## config.mk

```make
export PLATFORM = sky130hd
export DESIGN_NAME = spi_rx_io_flat
export DESIGN_NICKNAME = d
export VERILOG_FILES = /design/src/rtl/spi_rx_io_pkg.sv /design/src/rtl/spi_rx_io_if.sv /design/src/rtl/spi_rx_io_sync_edge.sv /design/src/rtl/spi_rx_io.sv /design/src/flat_wrapper.sv
export SDC_FILE = /design/constraint.sdc
export NUM_CORES = 1
export LEC_CHECK = 0
export BUFFER_PORTS_ARGS = -buffer_cell sky130_fd_sc_hd__buf_4
export CORE_MARGIN = 10
export CORE_UTILIZATION = 33
export DETAILED_ROUTE_END_ITERATION = 8
export GPL_ROUTABILITY_DRIVEN = 0
export PLACE_DENSITY = 0.56
export SLEW_MARGIN = 10
export SYNTH_ARGS = -nofsm -noshare
export SYNTH_HDL_FRONTEND = slang
export SYNTH_SLANG_ARGS = --single-unit
```

## constraint.sdc

```tcl
create_clock -name clk -period 5.4 [get_ports clk]
set_input_delay 0.27 -clock clk [delete_from_list [all_inputs] [get_ports clk]]
set_output_delay 0.27 -clock clk [all_outputs]
set_load 0.01 [all_outputs]
```

## src/rtl/spi_rx_io_pkg.sv

```systemverilog
// Shared definitions for the SPI receive I/O block: FSM state type,
// status register bit positions and the per-frame byte limit.
package spi_io_pkg;

    // Receiver FSM states
    typedef enum logic [1:0] {
        WAIT_IDLE = 2'd0,
        IDLE      = 2'd1,
        RECEIVING = 2'd2,
        COMMIT    = 2'd3
    } rx_state_t;

    // Status register bit positions
    localparam int STAT_VALID    = 0;
    localparam int STAT_OVERRUN  = 1;
    localparam int STAT_LEN_LSB  = 2;
    localparam int STAT_TOO_LONG = 5;

    // Bytes carried per chip-select frame (shared with the transmitter)
    localparam int MAX_BYTES_PER_CS = 4;

endpackage

```

## src/rtl/spi_rx_io_if.sv

```systemverilog
// Memory-bus read port of the SPI receive I/O block.
// master = CPU side, slave = peripheral side.
interface spi_rx_io_if;
    logic [31:0] mem_bus_addr;
    logic        mem_bus_read_en;
    logic [31:0] mem_bus_rx_data;
    logic        mem_bus_rx_data_write_en;

    modport master (
        output mem_bus_addr,
        output mem_bus_read_en,
        input  mem_bus_rx_data,
        input  mem_bus_rx_data_write_en
    );

    modport slave (
        input  mem_bus_addr,
        input  mem_bus_read_en,
        output mem_bus_rx_data,
        output mem_bus_rx_data_write_en
    );
endinterface

```

## src/rtl/spi_rx_io_sync_edge.sv

```systemverilog
// Single-bit synchronizer (STAGES flops) followed by one history flop.
// Produces the synchronized level plus one-cycle rise/fall pulses.
// All flops reset to 0, so a high input is only reported once it has
// really propagated through the chain after reset.
module spi_rx_sync_edge #(
    parameter int STAGES = 2
) (
    input  logic clk,
    input  logic rst,
    input  logic din,
    output logic sync,
    output logic rise,
    output logic fall
);

    logic [STAGES-1:0] chain_reg;
    logic              hist_reg;

    // Synchronizer chain and edge-detect history
    always_ff @(posedge clk) begin
        if (rst) begin
            chain_reg <= '0;
            hist_reg  <= 1'b0;
        end else begin
            chain_reg <= {chain_reg[STAGES-2:0], din};
            hist_reg  <= chain_reg[STAGES-1];
        end
    end

    assign sync = chain_reg[STAGES-1];
    assign rise = sync & ~hist_reg;
    assign fall = ~sync & hist_reg;

endmodule

```

## src/rtl/spi_rx_io.sv

```systemverilog
// SPI slave receiver (mode 0, MSB-first, up to 4 bytes per CSn frame)
// with a memory-mapped data/status register pair.
// Optional feature macro: SPI_RX_IRQ_EN adds the registered o_irq output
// (valid | overrun); without it the CPU polls the status register.
module spi_rx_io
    import spi_io_pkg::*;
#(
    parameter logic [31:0] SPI_RX_DATA_ADDR   = 32'h80000010,
    parameter logic [31:0] SPI_RX_STATUS_ADDR = 32'h80000014,
    parameter int          SYNC_STAGES        = 2
) (
    input  logic          clk,
    input  logic          rst,
    spi_rx_io_if.slave    bus,
    input  logic          i_spi_sck,
    input  logic          i_spi_mosi,
    input  logic          i_spi_csn
`ifdef SPI_RX_IRQ_EN
    ,
    output logic          o_irq
`endif
);

    localparam int PIN_SCK  = 0;
    localparam int PIN_MOSI = 1;
    localparam int PIN_CSN  = 2;

    logic [2:0] pin_raw, pin_level, pin_rise, pin_fall;
    assign pin_raw = {i_spi_csn, i_spi_mosi, i_spi_sck};

    generate
        for (genvar gi = 0; gi < 3; gi++) begin : g_sync
            spi_rx_sync_edge #(.STAGES(SYNC_STAGES)) u_sync (
                .clk  (clk),
                .rst  (rst),
                .din  (pin_raw[gi]),
                .sync (pin_level[gi]),
                .rise (pin_rise[gi]),
                .fall (pin_fall[gi])
            );
        end
    endgenerate

    // SCK falls, MOSI edges and the raw SCK level carry no information here
    logic unused_edges;
    assign unused_edges = ^{pin_level[PIN_SCK], pin_rise[PIN_MOSI],
                            pin_fall[PIN_SCK], pin_fall[PIN_MOSI]};

    logic csn_level, csn_rise, csn_fall, sck_rise, mosi_level;
    assign csn_level  = pin_level[PIN_CSN];
    assign csn_rise   = pin_rise[PIN_CSN];
    assign csn_fall   = pin_fall[PIN_CSN];
    assign sck_rise   = pin_rise[PIN_SCK];
    assign mosi_level = pin_level[PIN_MOSI];

    rx_state_t   state_reg;
    logic [6:0]  shift_reg;      // first 7 bits of the byte; the 8th comes straight from MOSI
    logic [2:0]  bit_cnt_reg;
    logic [2:0]  byte_cnt_reg;
    logic [31:0] asm_reg;        // word under assembly for the current frame
    logic [31:0] word_reg;       // word held for the CPU
    logic [2:0]  len_reg;
    logic        valid_reg;
    logic        overrun_reg;
    logic        too_long_reg;

    logic data_hit, status_hit, commit_ev;
    logic [7:0] byte_next;
    assign data_hit   = bus.mem_bus_read_en && (bus.mem_bus_addr == SPI_RX_DATA_ADDR);
    assign status_hit = bus.mem_bus_read_en && (bus.mem_bus_addr == SPI_RX_STATUS_ADDR);
    assign commit_ev  = (state_reg == COMMIT) && (byte_cnt_reg != 3'd0);
    assign byte_next  = {shift_reg, mosi_level};

    // Frame FSM, byte assembly and the CPU-facing holding register
    always_ff @(posedge clk) begin
        if (rst) begin
            state_reg    <= WAIT_IDLE;
            shift_reg    <= '0;
            bit_cnt_reg  <= '0;
            byte_cnt_reg <= '0;
            asm_reg      <= '0;
            word_reg     <= '0;
            len_reg      <= '0;
            valid_reg    <= 1'b0;
            overrun_reg  <= 1'b0;
            too_long_reg <= 1'b0;
        end else begin
            case (state_reg)
                WAIT_IDLE: begin
                    if (csn_level) state_reg <= IDLE;
                end
                IDLE: begin
                    if (csn_fall) begin
                        bit_cnt_reg  <= '0;
                        byte_cnt_reg <= '0;
                        too_long_reg <= 1'b0;
                        asm_reg      <= '0;
                        state_reg    <= RECEIVING;
                    end
                end
                RECEIVING: begin
                    if (csn_rise) begin
                        state_reg <= COMMIT;
                    end else if (sck_rise) begin
                        shift_reg   <= byte_next[6:0];
                        bit_cnt_reg <= bit_cnt_reg + 3'd1;
                        if (bit_cnt_reg == 3'd7) begin
                            if (byte_cnt_reg < 3'(MAX_BYTES_PER_CS)) begin
                                asm_reg[byte_cnt_reg*8 +: 8] <= byte_next;
                                byte_cnt_reg <= byte_cnt_reg + 3'd1;
                            end else begin
                                too_long_reg <= 1'b1;
                            end
                        end
                    end
                end
                COMMIT: begin
                    state_reg <= IDLE;
                end
                default: state_reg <= WAIT_IDLE;
            endcase

            // A commit beats a same-cycle data read; otherwise the read consumes the word
            if (commit_ev) begin
                if (!valid_reg || data_hit) begin
                    word_reg  <= asm_reg;
                    len_reg   <= byte_cnt_reg;
                    valid_reg <= 1'b1;
                end else begin
                    overrun_reg <= 1'b1;
                end
            end else if (data_hit) begin
                valid_reg   <= 1'b0;
                overrun_reg <= 1'b0;
            end
        end
    end

`ifdef SPI_RX_IRQ_EN
    logic irq_reg;
    // Interrupt follows the held status one cycle later
    always_ff @(posedge clk) begin
        if (rst) irq_reg <= 1'b0;
        else     irq_reg <= valid_reg | overrun_reg;
    end
    assign o_irq = irq_reg;
`endif

    logic [31:0] status;
    // Status register image
    always_comb begin
        status = '0;
        status[STAT_VALID]          = valid_reg;
        status[STAT_OVERRUN]        = overrun_reg;
        status[STAT_LEN_LSB +: 3]   = len_reg;
        status[STAT_TOO_LONG]       = too_long_reg;
    end

    assign bus.mem_bus_rx_data_write_en = data_hit | status_hit;
    assign bus.mem_bus_rx_data = data_hit   ? word_reg :
                                 status_hit ? status   : 32'h0;

endmodule

```

## src/flat_wrapper.sv

```systemverilog
// flat-port wrapper written by rule: the top's interface ports become plain ports
module spi_rx_io_flat import spi_io_pkg::*;
#(
    parameter logic [31:0] SPI_RX_DATA_ADDR   = 32'h80000010,
    parameter logic [31:0] SPI_RX_STATUS_ADDR = 32'h80000014,
    parameter int          SYNC_STAGES        = 2
)
  (clk, rst, i_spi_sck, i_spi_mosi, i_spi_csn, bus_mem_bus_addr, bus_mem_bus_read_en, bus_mem_bus_rx_data, bus_mem_bus_rx_data_write_en);
  spi_rx_io_if bus_i ();
  input  logic clk;
  input  logic rst;
  input  logic i_spi_sck;
  input  logic i_spi_mosi;
  input  logic i_spi_csn;
  input wire logic [$bits(bus_i.mem_bus_addr)-1:0] bus_mem_bus_addr;
  input wire logic [$bits(bus_i.mem_bus_read_en)-1:0] bus_mem_bus_read_en;
  output wire logic [$bits(bus_i.mem_bus_rx_data)-1:0] bus_mem_bus_rx_data;
  output wire logic [$bits(bus_i.mem_bus_rx_data_write_en)-1:0] bus_mem_bus_rx_data_write_en;
  assign bus_i.mem_bus_addr = bus_mem_bus_addr;
  assign bus_i.mem_bus_read_en = bus_mem_bus_read_en;
  assign bus_mem_bus_rx_data = bus_i.mem_bus_rx_data;
  assign bus_mem_bus_rx_data_write_en = bus_i.mem_bus_rx_data_write_en;
  spi_rx_io #(.SPI_RX_DATA_ADDR(SPI_RX_DATA_ADDR), .SPI_RX_STATUS_ADDR(SPI_RX_STATUS_ADDR), .SYNC_STAGES(SYNC_STAGES)) u_core (.clk(clk), .rst(rst), .bus(bus_i), .i_spi_sck(i_spi_sck), .i_spi_mosi(i_spi_mosi), .i_spi_csn(i_spi_csn));
endmodule
```

-- Yosys cells after proc, flatten, opt, wreduce, memory -nomap -nowiden
Cells that the tools add are included.
- register bits: 93
- output and inout bits: 33
- add/subtract/negate cells: 3
- $lt $le $gt $ge: 1
- eq/ne operators: 16
- shift-type cells: 2
- multiplexer cells: 33
- bitwise operators: 8
- reductions and logical operators: 17
- operator list (cell ; count):
    two-way mux 32 bit ; 6
    equality test 32 bit (second input constant) ; 2
    case mux 32 bit (2 select lines) ; 1
    negation 6 -> 34 bit ; 1
    variable shift 8 x 34 -> 32 bit (first input constant) ; 1
    indexed part select 8 x 34 -> 32 bit ; 1
    bitwise mux 32 bit ; 1
    two-way mux 3 bit ; 7
    != test 2 bit (second input constant) ; 6
    case mux 3 bit (2 select lines) ; 2
    AND reduction 6 bit ; 2
    two-way mux 1 bit ; 10
    != test 2 x 1 -> 1 bit (second input constant) ; 4
    case mux 2 bit (4 select lines) ; 1
    adder 3 x 1 -> 3 bit (second input constant) ; 2
    two-way mux 2 bit ; 3
    two-way mux 6 bit ; 1
    AND reduction 2 bit ; 3
    AND reduction 3 bit ; 2
    equality test 2 bit (second input constant) ; 2
    inverter 1 bit ; 4
    AND reduction 4 bit ; 1
    nonzero test 2 bit ; 2
    AND 1 bit ; 3
    10 further kinds ; 12

-- Logic depth before layout (Yosys ltp)
Gate-level depths: netlist (run 1).
- word-level depth: 8
- depth in mapped cells: 11
- mapped depth without buffers: 8

-- Cells and area by module
Synthesis (run 1) repeated with hierarchy kept, for this count alone.
- cell total of the unflattened synthesis: 453
- area total of the unflattened synthesis: 4481.8 sq um
- modules (own cells, without submodules) (module ; instances ; cells an instance ; area each (sq um) ; seq. area each (sq um)):
    spi_rx_io ; 1 ; 429 ; 4207.8 ; 1701.6
    spi_rx_sync_edge ; 3 ; 8 ; 91.3 ; 60.1

-- Worst setup path after synthesis (run 1)
No wires, ideal clock.
- path kind: register to register
- from: reg u_core.byte_cnt_reg[0]
- to: reg u_core.len_reg[0]
- data arrival time: 2437 ps
- slack: 2835 ps
- cell stages (with the launch flop): 12
- path buffers: 3
- clock period less this slack: 2565 ps
- cell sequence: dfxtp_1 > clkbuf_1 > inv_1 > ha_1 > ha_1 > nand2b_1 > or2_2 > o32ai_1 > buf_2 > buf_4 > mux2i_1 > nor2_1
- longest elaborated chain between the ends: 3
- RTL lines (element ; line ; text):
    from (decl) ; spi_rx_io.sv:59 ; logic [2:0] byte_cnt_reg;
    from (signal assigned) ; spi_rx_io.sv:110 ; byte_cnt_reg <= byte_cnt_reg + 3'd1;
    nonzero test 3 bit ; spi_rx_io.sv:71 ; assign commit_ev = (state_reg == COMMIT) && (byte_cnt_reg != 3'd0);
    logical AND 1 bit ; spi_rx_io.sv:71 ;
    AND reduction 2 bit (no line) ; -- ;
    to (signal assigned) ; spi_rx_io.sv:127 ; len_reg <= byte_cnt_reg;
    to (decl) ; spi_rx_io.sv:62 ; logic [2:0] len_reg;
Parallel ways exist; a longest one is shown, timed or not.
A chain may end at the register's enable or synchronous reset.

-- Final worst setup path (run 1)
- from: reg u_core.byte_cnt_reg[0]
- to: reg u_core.word_reg[4]
- longest elaborated chain between the ends: 3
- RTL lines (element ; line ; text):
    nonzero test 3 bit ; spi_rx_io.sv:71 ;
    logical AND 1 bit ; spi_rx_io.sv:71 ;
    AND reduction 2 bit (no line) ; -- ;
    to (signal assigned) ; spi_rx_io.sv:126 ; word_reg <= asm_reg;
    to (decl) ; spi_rx_io.sv:61 ; logic [31:0] word_reg;
Every way passes these cells.

==> results of run 1 <==
## worst register-to-register path, stage by stage (launching register included)
cell and delay (ns):
sky130_fd_sc_hd__dfxtp_1 0.56, sky130_fd_sc_hd__inv_1 0.09, sky130_fd_sc_hd__ha_1 0.24, sky130_fd_sc_hd__ha_1 0.20, sky130_fd_sc_hd__nand2b_1 0.23, sky130_fd_sc_hd__or2_2 0.33
sky130_fd_sc_hd__o32ai_4 0.73, sky130_fd_sc_hd__buf_4 0.50, sky130_fd_sc_hd__mux2i_1 0.27, sky130_fd_sc_hd__nor2_1 0.06
## metal layers
| metal | vias up | track usage | share of wire | wire length [µm] |
|---|---|---|---|---|
| li1 | 1480 | - | - | - |
| met1 | 1371 | 0.1357 | 0.49 | 4416 |
| met2 | 72 | 0.1675 | 0.42 | 3837 |
| met3 | 16 | 0.03121 | 0.071 | 644 |
| met4 | 0 | 0.04715 | 0.020 | 180 |
| met5 | - | 0 | 0 | 0 |
## layout by cell type, fill, tap and decap left out, types with 11 or more instances in the layout
cell                      synthesis  final
sky130_fd_sc_hd__dfxtp_1         93     93
sky130_fd_sc_hd__inv_1           12     12
sky130_fd_sc_hd__buf_4            3     73
sky130_fd_sc_hd__ha_1            11     11
sky130_fd_sc_hd__nand2_1         38     38
sky130_fd_sc_hd__nor2_1          57     57
sky130_fd_sc_hd__and2_1          27     27
sky130_fd_sc_hd__nor2b_1         12     12
sky130_fd_sc_hd__mux2i_1         68     68
## synth_stat cells (5+ instances only)
| cell | number | area (µm²) |
|---|---|---|
| sky130_fd_sc_hd__a22o_1 | 9 | 78.83 |
| sky130_fd_sc_hd__nor4_1 | 5 | 31.28 |
| sky130_fd_sc_hd__inv_1 | 12 | 45.04 |
| sky130_fd_sc_hd__ha_1 | 11 | 137.6 |
| sky130_fd_sc_hd__nor2b_1 | 12 | 75.07 |
| sky130_fd_sc_hd__nand2_1 | 38 | 142.6 |
| sky130_fd_sc_hd__mux2i_1 | 68 | 680.7 |
| sky130_fd_sc_hd__o32ai_1 | 10 | 87.58 |
| sky130_fd_sc_hd__clkbuf_1 | 15 | 56.30 |
| sky130_fd_sc_hd__and2_1 | 27 | 168.9 |
| sky130_fd_sc_hd__dfxtp_1 | 93 | 1862 |
| sky130_fd_sc_hd__nor2_1 | 57 | 214.0 |
| sky130_fd_sc_hd__a21oi_1 | 5 | 25.02 |
## final timing paths
kind                                                            from                                    to  slack (ns)  cells after the start
worst max-delay path                          u_core.byte_cnt_reg[0]                    u_core.word_reg[4]        2.06                      9
worst min-delay path                                       i_spi_sck  u_core.g_sync[0].u_sync.chain_reg[0]        0.14                      2
worst max register to register                u_core.byte_cnt_reg[0]                    u_core.word_reg[4]        2.06                      9
worst min register to register  u_core.g_sync[2].u_sync.chain_reg[0]  u_core.g_sync[2].u_sync.chain_reg[1]        0.44                      1
## cell families (layout without fill, tap and decap cells)
| logic type | Yosys count | count (layout) |
|---|---|---|
| XOR/XNOR | 1 | 1 |
| buffers and inverters | 33 | 100 |
| adder cells (fa/ha/maj) | 11 | 11 |
| multiplexers | 68 | 68 |
| AO/OA/AOI/OAI | 33 | 33 |
| AND/OR/NAND/NOR | 157 | 157 |
| flip-flops | 93 | 93 |
## final cells by class
| cell class | count | area share |
|---|---|---|
| repair buffers | 73 | 0.1132 |
| flip-flops and latches | 93 | 0.3845 |
| clock inverters | 6 | 0.01499 |
| clock buffers | 9 | 0.04651 |
| multi-input cells | 270 | 0.3946 |
| well taps | 143 | 0.03695 |
| inverters | 12 | 0.009302 |
## power by group
group / switching, W / leakage (nW) / total, W / internal, W
Clock: 0.000269 / 0.136 / 0.000630 / 0.000361
Combinational: 0.0000702 / 0.934 / 0.000129 / 0.0000585
Sequential: 0.00000947 / 0.750 / 0.000705 / 0.000696
## stage by stage
stage / worst slack [ns] / instance area, µm²
detailed placement: 2.046 / 4544
finish: 2.060 / 4842
floorplan: 2.835 / 3892
global placement: 2.194 / 4544
global route: 1.818 / 4842
CTS: 2.030 / 4842
==> results.txt, run 1 <==
The hold violation count in the final report is 0. Setup violations remaining at the end of the flow were counted as 0. The compound-cell area share of the yosys netlist came out at 0.06782. Along the worst path, the maximum fanout reaches 22. The count of cells in the finished layout, fillers not included, comes to 606. The total negative slack for setup checks came out at 0 ns. The cell that appears most often on the critical path is sky130_fd_sc_hd__ha_1. Among all flip-flop cells after synthesis, the most frequent one is sky130_fd_sc_hd__dfxtp_1. Setup repair after global routing left no endpoint under its margin. After synthesis, the largest family of logic cells by area is simple AND/OR/NAND/NOR gates. The cell type group with the largest total delay on the critical path is compound AO/OA/AOI/OAI gates.

IR analysis of the VDD net gives a maximum drop of around 150 µV. The clock-pin slew of the registers on the worst-case setup and hold paths came out at ~0.06 ns. The top-level port count came out at slightly above 70. The tool flagged a number of max-cap violations equal to 0. Synthesis produced a netlist whose cell count is around 400. Clock tree synthesis selected as its root buffer the cell sky130_fd_sc_hd__clkbuf_16.

The warning count from the yosys run is 0. The setup path with the least slack is of type reg -> reg. The synthesized net count is 445. The all-layer global routing usage is 0.1076. The clock latency at the later pin of the worst-skew pair came out at 0.34 ns. The run finished with clean final reports. The largest clock skew in the final design is roughly 0.0095 ns. The layout net count is approximately 500. The mapped cell area is about 0.0039 mm².

The floorplan step set the die height to 128.6 µm. The achievable clock frequency came out at about 300 MHz. Of the cells placed in the final design, the portion with a size suffix greater than 1 is 0.2095.

The area of the die came out at roughly 0.017 mm². After filler insertion, the fill cell instance count of the layout stands at ~1100. The global-route wire length before repair came out at between 10000 and 15000 µm. The HPWL reported at the end of detailed placement came out at 6537 µm.

The via count of the first global-routing pass is slightly below 3000. The number of resized instances in the post-cts repair step is 0. Across all hold checks on the routed design, the worst slack comes to ~0.14 ns.

The deepest clock path buffer count is 2. The post-CTS setup-driven buffer insertion count is 0. The share of flip-flops with an asynchronous set or reset came out at 0. In the finished design, the share of the clock period the worst path needs comes to 0.6185. STA classifies the critical path endpoint as a register.

The critical path required time came out at roughly 5.6 ns. The arrival time reported for the critical path endpoint came out at 3.54 ns. The final global-route overflow total came out at 0. The actual slew at the worst max-slew pin is around 0.88 ns. The iteration-0 DRC count of the detailed router is 84. The first detailed-routing pass ran for 4 iterations. The worst-path cell with the longest stage delay is sky130_fd_sc_hd__o32ai_4. The worst setup path is launched from a register. The CTS sink count is 93. The wire length per cell is between 10 and 15 µm. The leakage component of the power is around 1.8 nW. The type of the tightest min-delay check is in -> reg. 0 antenna diodes ended up in the layout. The total buffers and inverters traversed by the critical path is 2. The total DRC errors in the routed layout is 0.

For this run, the slowest stage of the critical path takes 0.73 ns. The post-synthesis register bit count is 93. The via count normalized by instance count came out at between 4 and 5. The critical path goes through inv_1 > ha_1 > ha_1 > nand2b_1 > or2_2 > o32ai_4 > buf_4 > mux2i_1 > nor2_1. TritonCTS built the clock tree. The final wirelength came out at about 9100 µm.

Of the total synthesized cell area, the portion taken by XOR and XNOR cells is 0.002250. The number of library cell types mapped by synthesis is 36. The hold buffer count at cts is 0. The power per cell area came out at approximately 300 mW/mm². In this run the remaining antenna-violating nets after routing total 0. The number of vias in the routed layout came out at 2939.

The number of rows in the core area came out at 39. The total clock buffers created by CTS came out at 9. The simple-gate portion of the synthesized area came out at 0.2044. After floorplanning, the core was sized to cover approximately 0.011 mm².

The sequential cell area fraction in the yosys report is 0.4783. The design draws around 0.0015 W. The multiplexer share of the synthesized area is 0.1749. The headroom to the max-slew limit is 0.4107. The register area came out at about 0.0019 mm². The number of antenna violations at the first check in global routing was 0. The initial core utilization is 0.3394.

The end-of-flow core utilization is 0.4223. The max-slew violation count is 0. The largest net degree at the start of global routing is 60. The number of enable flip-flop cells after synthesis is 0. Dividing the synthesized area by the synthesized cell count gives between 9 and 10 µm². The shortest period the worst path allows is between 3 and 4 ns. The area growth from synthesis to layout is 24.40%. The number of placed instances, taps included came out at slightly below 600. The H-tree depth is 3. The die outline width is 128.6 µm. Of the total synthesized cell area, the portion taken by full adders, half adders and majority gates is 0.03536. The area taken by multi-input logic gates is about 0.0019 mm². The count of buffers added on input and output ports is 70.
Power figures use the tool's default switching activity.
==> run 2, diff against run 1 <==
Settings changed: PLACE_DENSITY 0.56 to 0.58.
Clock period 5.4 ns to 2.9 ns, I/O delays scaled along.
==> results.txt, run 2 (same netlist as run 1, synthesis figures left out) <==
The number of vias in the routed layout came out at 2988 (was 2939). The post-route clock period utilization came out at 0.8942 (was 0.6185). The headroom to the max-slew limit was 0.5737 (was 0.4107). The most repeated library cell on the critical path is sky130_fd_sc_hd__ha_1 (unchanged). The biggest cell delay along the critical path came out at 0.56 ns (was 0.73 ns). The final wirelength came out at 9108 µm (was 9079 µm). The ratio of cells with drive above 1 in the final layout is 0.2246 (was 0.2095). The cell area after layout is 0.004925 mm² (was 0.004842 mm²). The worst IR drop on VDD is 248.4 µV (was 146.3 µV). Status: complete, no violations (unchanged). The total negative slack for setup checks is 0 ns (unchanged). The kind of capture point of the worst setup path is a register (unchanged).

The number of rows in the core area came out at 39 (unchanged). The number of antenna-violating nets in the routed design was 0 (unchanged). The largest clock skew in the final design was 0.009556 ns (was 0.009450 ns).

The area of the die is 0.01654 mm² (unchanged). The number of endpoints failing setup at the final stage came to 0 (unchanged). The reg-to-reg setup timing slack came out at 0.31 ns (was 2.06 ns). The total buffers and inverters traversed by the critical path came to 2 (unchanged).

The number of placed instances, taps included is 599 (was 591). The total iterations of the first detailed-routing run came to 4 (unchanged). The total DRC errors in the routed layout came out at 0 (unchanged). The type of the worst setup path is reg -> reg (unchanged).

The arrival time reported for the critical path endpoint came out at 2.80 ns (was 3.54 ns). The total power is 0.002762 W (was 0.001464 W). The die outline width is 128.6 µm (unchanged). The top-level port count came out at 71 (unchanged). The power per cell area came out at 560.9 mW/mm² (was 302.3 mW/mm²). The via count of the first global-routing pass is 2957 (unchanged). The type of the tightest min-delay check is in -> reg (unchanged).

The placement-stage cell area came to 0.004617 mm² (was 0.004544 mm²). The all-layer global routing usage is 0.1108 (was 0.1076). The actual slew at the worst max-slew pin was 0.6395 ns (was 0.8839 ns). The initial core utilization came to 0.3394 (unchanged). The cell type group with the largest total delay on the critical path is simple AND/OR/NAND/NOR gates (was compound AO/OA/AOI/OAI gates). The number of resized instances in the post-cts repair step is 0 (unchanged).

The final global-route overflow total is 0 (unchanged). The post-CTS setup-driven buffer insertion count came out at 0 (unchanged). The clock latency at the later pin of the worst-skew pair came out at 0.34 ns (about the same). The startpoint type of the worst setup path is a register (unchanged). The buffer type at the clock tree root is sky130_fd_sc_hd__clkbuf_16 (unchanged).

The CTS sink count came out at 93 (unchanged). The fill cell total of the finished layout is 1094 (was 1096). The via count normalized by instance count is 4.859 (was 4.850).

The layout net count is 516 (was 508). The iteration-0 DRC count of the detailed router is 208 (was 84). The number of buffers inserted by port buffering came out at 70 (unchanged).

The HPWL reported at the end of detailed placement was 6617 µm (was 6537 µm). The H-tree depth was 3 (unchanged). The global-route wire length before repair was 14920 µm (was 14670 µm). The hold violation count in the final report was 0 (unchanged).

The post-route non-filler standard cell count is 615 (was 606). The number of maximum-capacitance violations is 0 (unchanged). The clock-pin slew of the registers on the worst-case setup and hold paths came out at 0.06 ns (about the same). The register area was 0.001862 mm² (unchanged). The worst-path cell with the longest stage delay is sky130_fd_sc_hd__dfxtp_1 (was sky130_fd_sc_hd__o32ai_4). The end-of-flow core utilization came out at 0.4295 (was 0.4223). The max-slew violation count came out at 0 (unchanged).

RSZ-0062 raised after global routing: false (unchanged). The wire length per cell came out at 14.81 µm (was 14.98 µm). The total clock buffers created by CTS is 9 (unchanged). The deepest clock path buffer count came to 2 (unchanged). The clock tree from TritonCTS is done (unchanged).

The critical path required time came to 3.10 ns (was 5.60 ns). The shortest period the worst path allows came out at 2.593 ns (was 3.340 ns). Highest-count cells in the layout ignoring fill and taps: sky130_fd_sc_hd__dfxtp_1 (93), sky130_fd_sc_hd__buf_4 (80), sky130_fd_sc_hd__mux2i_1 (68) (was sky130_fd_sc_hd__dfxtp_1 (93), sky130_fd_sc_hd__buf_4 (73), sky130_fd_sc_hd__mux2i_1 (68)). The leakage component of the power is 1.877 nW (was 1.820 nW). List of cells traversed by the critical path: inv_1 > ha_1 > ha_1 > nand2b_1 > or2_2 > o32ai_4 > buf_4 > mux2i_1 > nor2_1 (unchanged). The vertical die dimension is 128.6 µm (unchanged). The hold buffer count at cts came out at 0 (unchanged).

The area growth from synthesis to layout is 26.52% (was 24.40%). The number of antenna violations at the first check in global routing is 0 (unchanged). The achievable clock frequency came out at 385.6 MHz (was 299.4 MHz). The peak fanout along the critical path is 12 (was 22). The area taken by multi-input logic gates is 0.001911 mm² (unchanged).

The core area is 0.01147 mm² (unchanged). The commonest non-fill, non-tap cell in the layout was sky130_fd_sc_hd__dfxtp_1 (unchanged). The largest net degree at the start of global routing is 60 (unchanged). The number of diodes was 0 (unchanged).
## run 2: worst paths after layout
| path | end | cells after the start | from |
|---|---|---|---|
| worst max-delay path | u_core.word_reg[24] | 9 | u_core.byte_cnt_reg[0] |
| worst min-delay path | u_core.g_sync[1].u_sync.chain_reg[0] | 2 | i_spi_mosi |
| worst max register to register | u_core.word_reg[24] | 9 | u_core.byte_cnt_reg[0] |
| worst min register to register | u_core.g_sync[2].u_sync.chain_reg[1] | 1 | u_core.g_sync[2].u_sync.chain_reg[0] |
## run 2: per-stage QoR
step / hold WS (ns) / setup slack (ns)
6_report: 0.01304 / 0.3070
5_1_grt: 0.001936 / 0.1254
4_1_cts: 0.003444 / 0.3017
3_5_place_dp: 0.3619 / 0.3107
3_3_place_gp: 0.3585 / 0.3869
2_1_floorplan: 0.2732 / 0.3350
## run 2: area by class of cell
type                            instances  area share
Inverter                               12    0.009146
Tap cell                              143     0.03633
Clock inverter                          6     0.01397
Timing Repair Buffer                   81      0.1260
Multi-Input combinational cell        270      0.3880
Clock buffer                           10     0.04853
Sequential cell                        93      0.3780
## run 2: metal layers
metal  GRT usage  vias up  routed length, µm
met4     0.05435        0                187
met1      0.1474     1389               4449
li1            -     1501                  -
met2      0.1582       85               3792
met3     0.03491       13                679
met5           0        -                  0
## run 2: report_power, final
group          internal [W]  switching (W)
registers           0.00130      0.0000176
clock network      0.000698       0.000505
logic              0.000113       0.000133
total               0.00211       0.000656
==> run 3, diff against run 2 <==
Settings changed: MAX_ROUTING_LAYER set to met4, RECOVER_POWER set to 50.
==> results.txt, run 3 (same netlist as run 1, synthesis figures left out) <==
Status: complete, no violations (unchanged). The hold violation count in the final report came to 0 (unchanged). The H-tree depth came to 3 (unchanged). The post-CTS setup-driven buffer insertion count is 0 (unchanged).

The die outline width is 128.6 µm (unchanged). The power per cell area is 567.2 mW/mm² (was 560.9 mW/mm²). The final wirelength was 9079 µm (was 9108 µm). The commonest non-fill, non-tap cell in the layout is sky130_fd_sc_hd__dfxtp_1 (unchanged).

The achievable clock frequency is 384.4 MHz (was 385.6 MHz). The total iterations of the first detailed-routing run came out at 5 (was 4). The total DRC errors in the routed layout came out at 0 (unchanged). The total negative slack for setup checks was 0 ns (unchanged). The global-route wire length before repair is 14910 µm (was 14920 µm). List of cells traversed by the critical path: inv_1 > ha_1 > ha_1 > nand2b_1 > or2_2 > o32ai_4 > buf_4 > mux2i_1 > nor2_1 (unchanged).

The type of the worst setup path was reg -> reg (unchanged). The final global-route overflow total came out at 0 (unchanged). The via count of the first global-routing pass is 2945 (was 2957). The peak fanout along the critical path was 12 (unchanged). The worst reg2reg path startpoint is u_core.byte_cnt_reg[0] (unchanged). The number of resized instances in the post-cts repair step is 0 (unchanged). The hold buffer count at cts is 0 (unchanged). The met3 track demand over resource is 0.02505 (was 0.03491).

The area of the die is 0.01654 mm² (unchanged). The number of diodes is 0 (unchanged). The startpoint type of the worst setup path is a register (unchanged). The deepest clock path buffer count came to 2 (unchanged). The number of antenna-violating nets in the routed design is 0 (unchanged).

The vertical die dimension is 128.6 µm (unchanged). The initial core utilization came out at 0.3394 (unchanged). The headroom to the max-slew limit is 0.5685 (was 0.5737). The start point of the critical path is u_core.byte_cnt_reg[0] (unchanged). The ratio of cells with drive above 1 in the final layout is 0.1886 (was 0.2246).

The fill cell total of the finished layout came out at 1097 (was 1094). The leakage component of the power is 1.796 nW (was 1.877 nW). The number of maximum-capacitance violations came out at 0 (unchanged). The clock-pin slew of the registers on the worst-case setup and hold paths came out at 0.07 ns (was 0.06 ns). The layer with the highest usage is met2 (unchanged). The total power is 0.002758 W (was 0.002762 W). The least setup slack across all paths after layout is 0.2988 ns (was 0.3070 ns). The iteration-0 DRC count of the detailed router is 187 (was 208). The number of vias in the routed layout is 2988 (unchanged). The clock tree from TritonCTS is done (unchanged). RSZ-0062 raised after global routing: false (unchanged). The met1 usage in global routing is 0.1506 (was 0.1474). The met2 layer usage reported by global route came out at 0.1579 (was 0.1582).

The shortest period the worst path allows is 2.601 ns (was 2.593 ns). The number of antenna violations at the first check in global routing was 0 (unchanged). The number of rows in the core area is 39 (unchanged).

The wire length per cell is 14.76 µm (was 14.81 µm). The post-route clock period utilization came out at 0.8970 (was 0.8942). The arrival time reported for the critical path endpoint came to 2.81 ns (was 2.80 ns).

The number of endpoints failing setup at the final stage is 0 (unchanged). The number of buffers inserted by port buffering came to 70 (unchanged). The buffer type at the clock tree root is sky130_fd_sc_hd__clkbuf_16 (unchanged). The area growth from synthesis to layout came out at 24.91% (was 26.52%). Highest-count cells in the layout ignoring fill and taps: sky130_fd_sc_hd__dfxtp_1 (93), sky130_fd_sc_hd__mux2i_1 (68), sky130_fd_sc_hd__buf_4 (67) (was sky130_fd_sc_hd__dfxtp_1 (93), sky130_fd_sc_hd__buf_4 (80), sky130_fd_sc_hd__mux2i_1 (68)). The logic depth of the worst register-to-register path came out at 9 (unchanged). The core area came out at 0.01147 mm² (unchanged). The most repeated library cell on the critical path is sky130_fd_sc_hd__ha_1 (unchanged). The layout net count is 516 (unchanged). The all-layer global routing usage came out at 0.1141 (was 0.1108). The worst-path cell with the longest stage delay is sky130_fd_sc_hd__dfxtp_1 (unchanged).

The via count normalized by instance count came out at 4.859 (unchanged). The pre-CTS setup slack came out at 0.3107 ns (unchanged). The largest net degree at the start of global routing came to 60 (unchanged). The critical path required time came out at 3.11 ns (was 3.10 ns).

The type of the tightest min-delay check was in -> reg (unchanged). The worst IR drop on VDD is 248.0 µV (was 248.4 µV). The area taken by multi-input logic gates came out at 0.001897 mm² (was 0.001911 mm²). The biggest cell delay along the critical path is 0.56 ns (about the same). The register area is 0.001862 mm² (unchanged). The HPWL reported at the end of detailed placement came out at 6617 µm (unchanged). The total clock buffers created by CTS is 9 (unchanged). The kind of capture point of the worst setup path is a register (unchanged).

The worst hold path depth is 2 (unchanged). The CTS sink count is 93 (unchanged). The top-level port count is 71 (unchanged).

The hold path startpoint is i_spi_mosi (unchanged). The max-slew violation count is 0 (unchanged). The largest clock skew in the final design was 0.01090 ns (was 0.009556 ns). The clock latency at the later pin of the worst-skew pair was 0.34 ns (about the same). The actual slew at the worst max-slew pin came to 0.6473 ns (was 0.6395 ns).
## run 3: cell types whose count changed in the layout (fill, tap and decap cells not counted), sizes merged
cell,before,now
clkbuf,10,23
buf,81,68
## run 3: power by group
| group | leakage [nW] | switching (W) | internal [W] | total (W) |
|---|---|---|---|---|
| clock | 0.149 | 0.000505 | 0.000698 | 0.00120 |
| sequential | 0.750 | 0.0000173 | 0.00130 | 0.00131 |
| combinational | 0.896 | 0.000130 | 0.000112 | 0.000242 |
## run 3: final cells by class
type	instances	area share
clock buffer	10	0.04915
clock inverter	6	0.01415
inverter	12	0.009264
multi-input combinational	270	0.3901
sequential	93	0.3829
tap	143	0.03680
timing repair buffer	81	0.1176
## run 3: critical path: cells and delay by family (launching register included)
kind            cells  cell delay, ns
simple gates        3            0.62
flops               1            0.56
fa+ha+maj           2            0.42
buf+inv             2            0.39
compound gates      1            0.27
mux                 1            0.21
## run 3: worst paths after layout
kind / endpoint / slack (ns)
max reg2reg: u_core.word_reg[24] / 0.30
max: u_core.word_reg[24] / 0.30
min: u_core.g_sync[1].u_sync.chain_reg[0] / 0.02
min reg2reg: u_core.g_sync[2].u_sync.chain_reg[1] / 0.44
## run 3: per-layer routing
layer | up-vias | share of wire | wire length [µm]
met5 | - | 0 | 0
met4 | 0 | 0.023 | 210
met3 | 14 | 0.069 | 623
met2 | 81 | 0.41 | 3754
met1 | 1391 | 0.49 | 4491
li1 | 1502 | - | -
## run 3: metrics by stage
step / utilization / instance area (µm²) / instances / hold slack, ns
after floorplan: - / 3892 / 396 / 0.2732
after global placement: 0.4026 / 4617 / 599 / 0.3585
after detailed placement: 0.4026 / 4617 / 599 / 0.3619
after CTS: 0.4295 / 4925 / 615 / 0.003444
after global routing: 0.4240 / 4862 / 615 / 0.004027
final: 0.4240 / 4862 / 615 / 0.01515
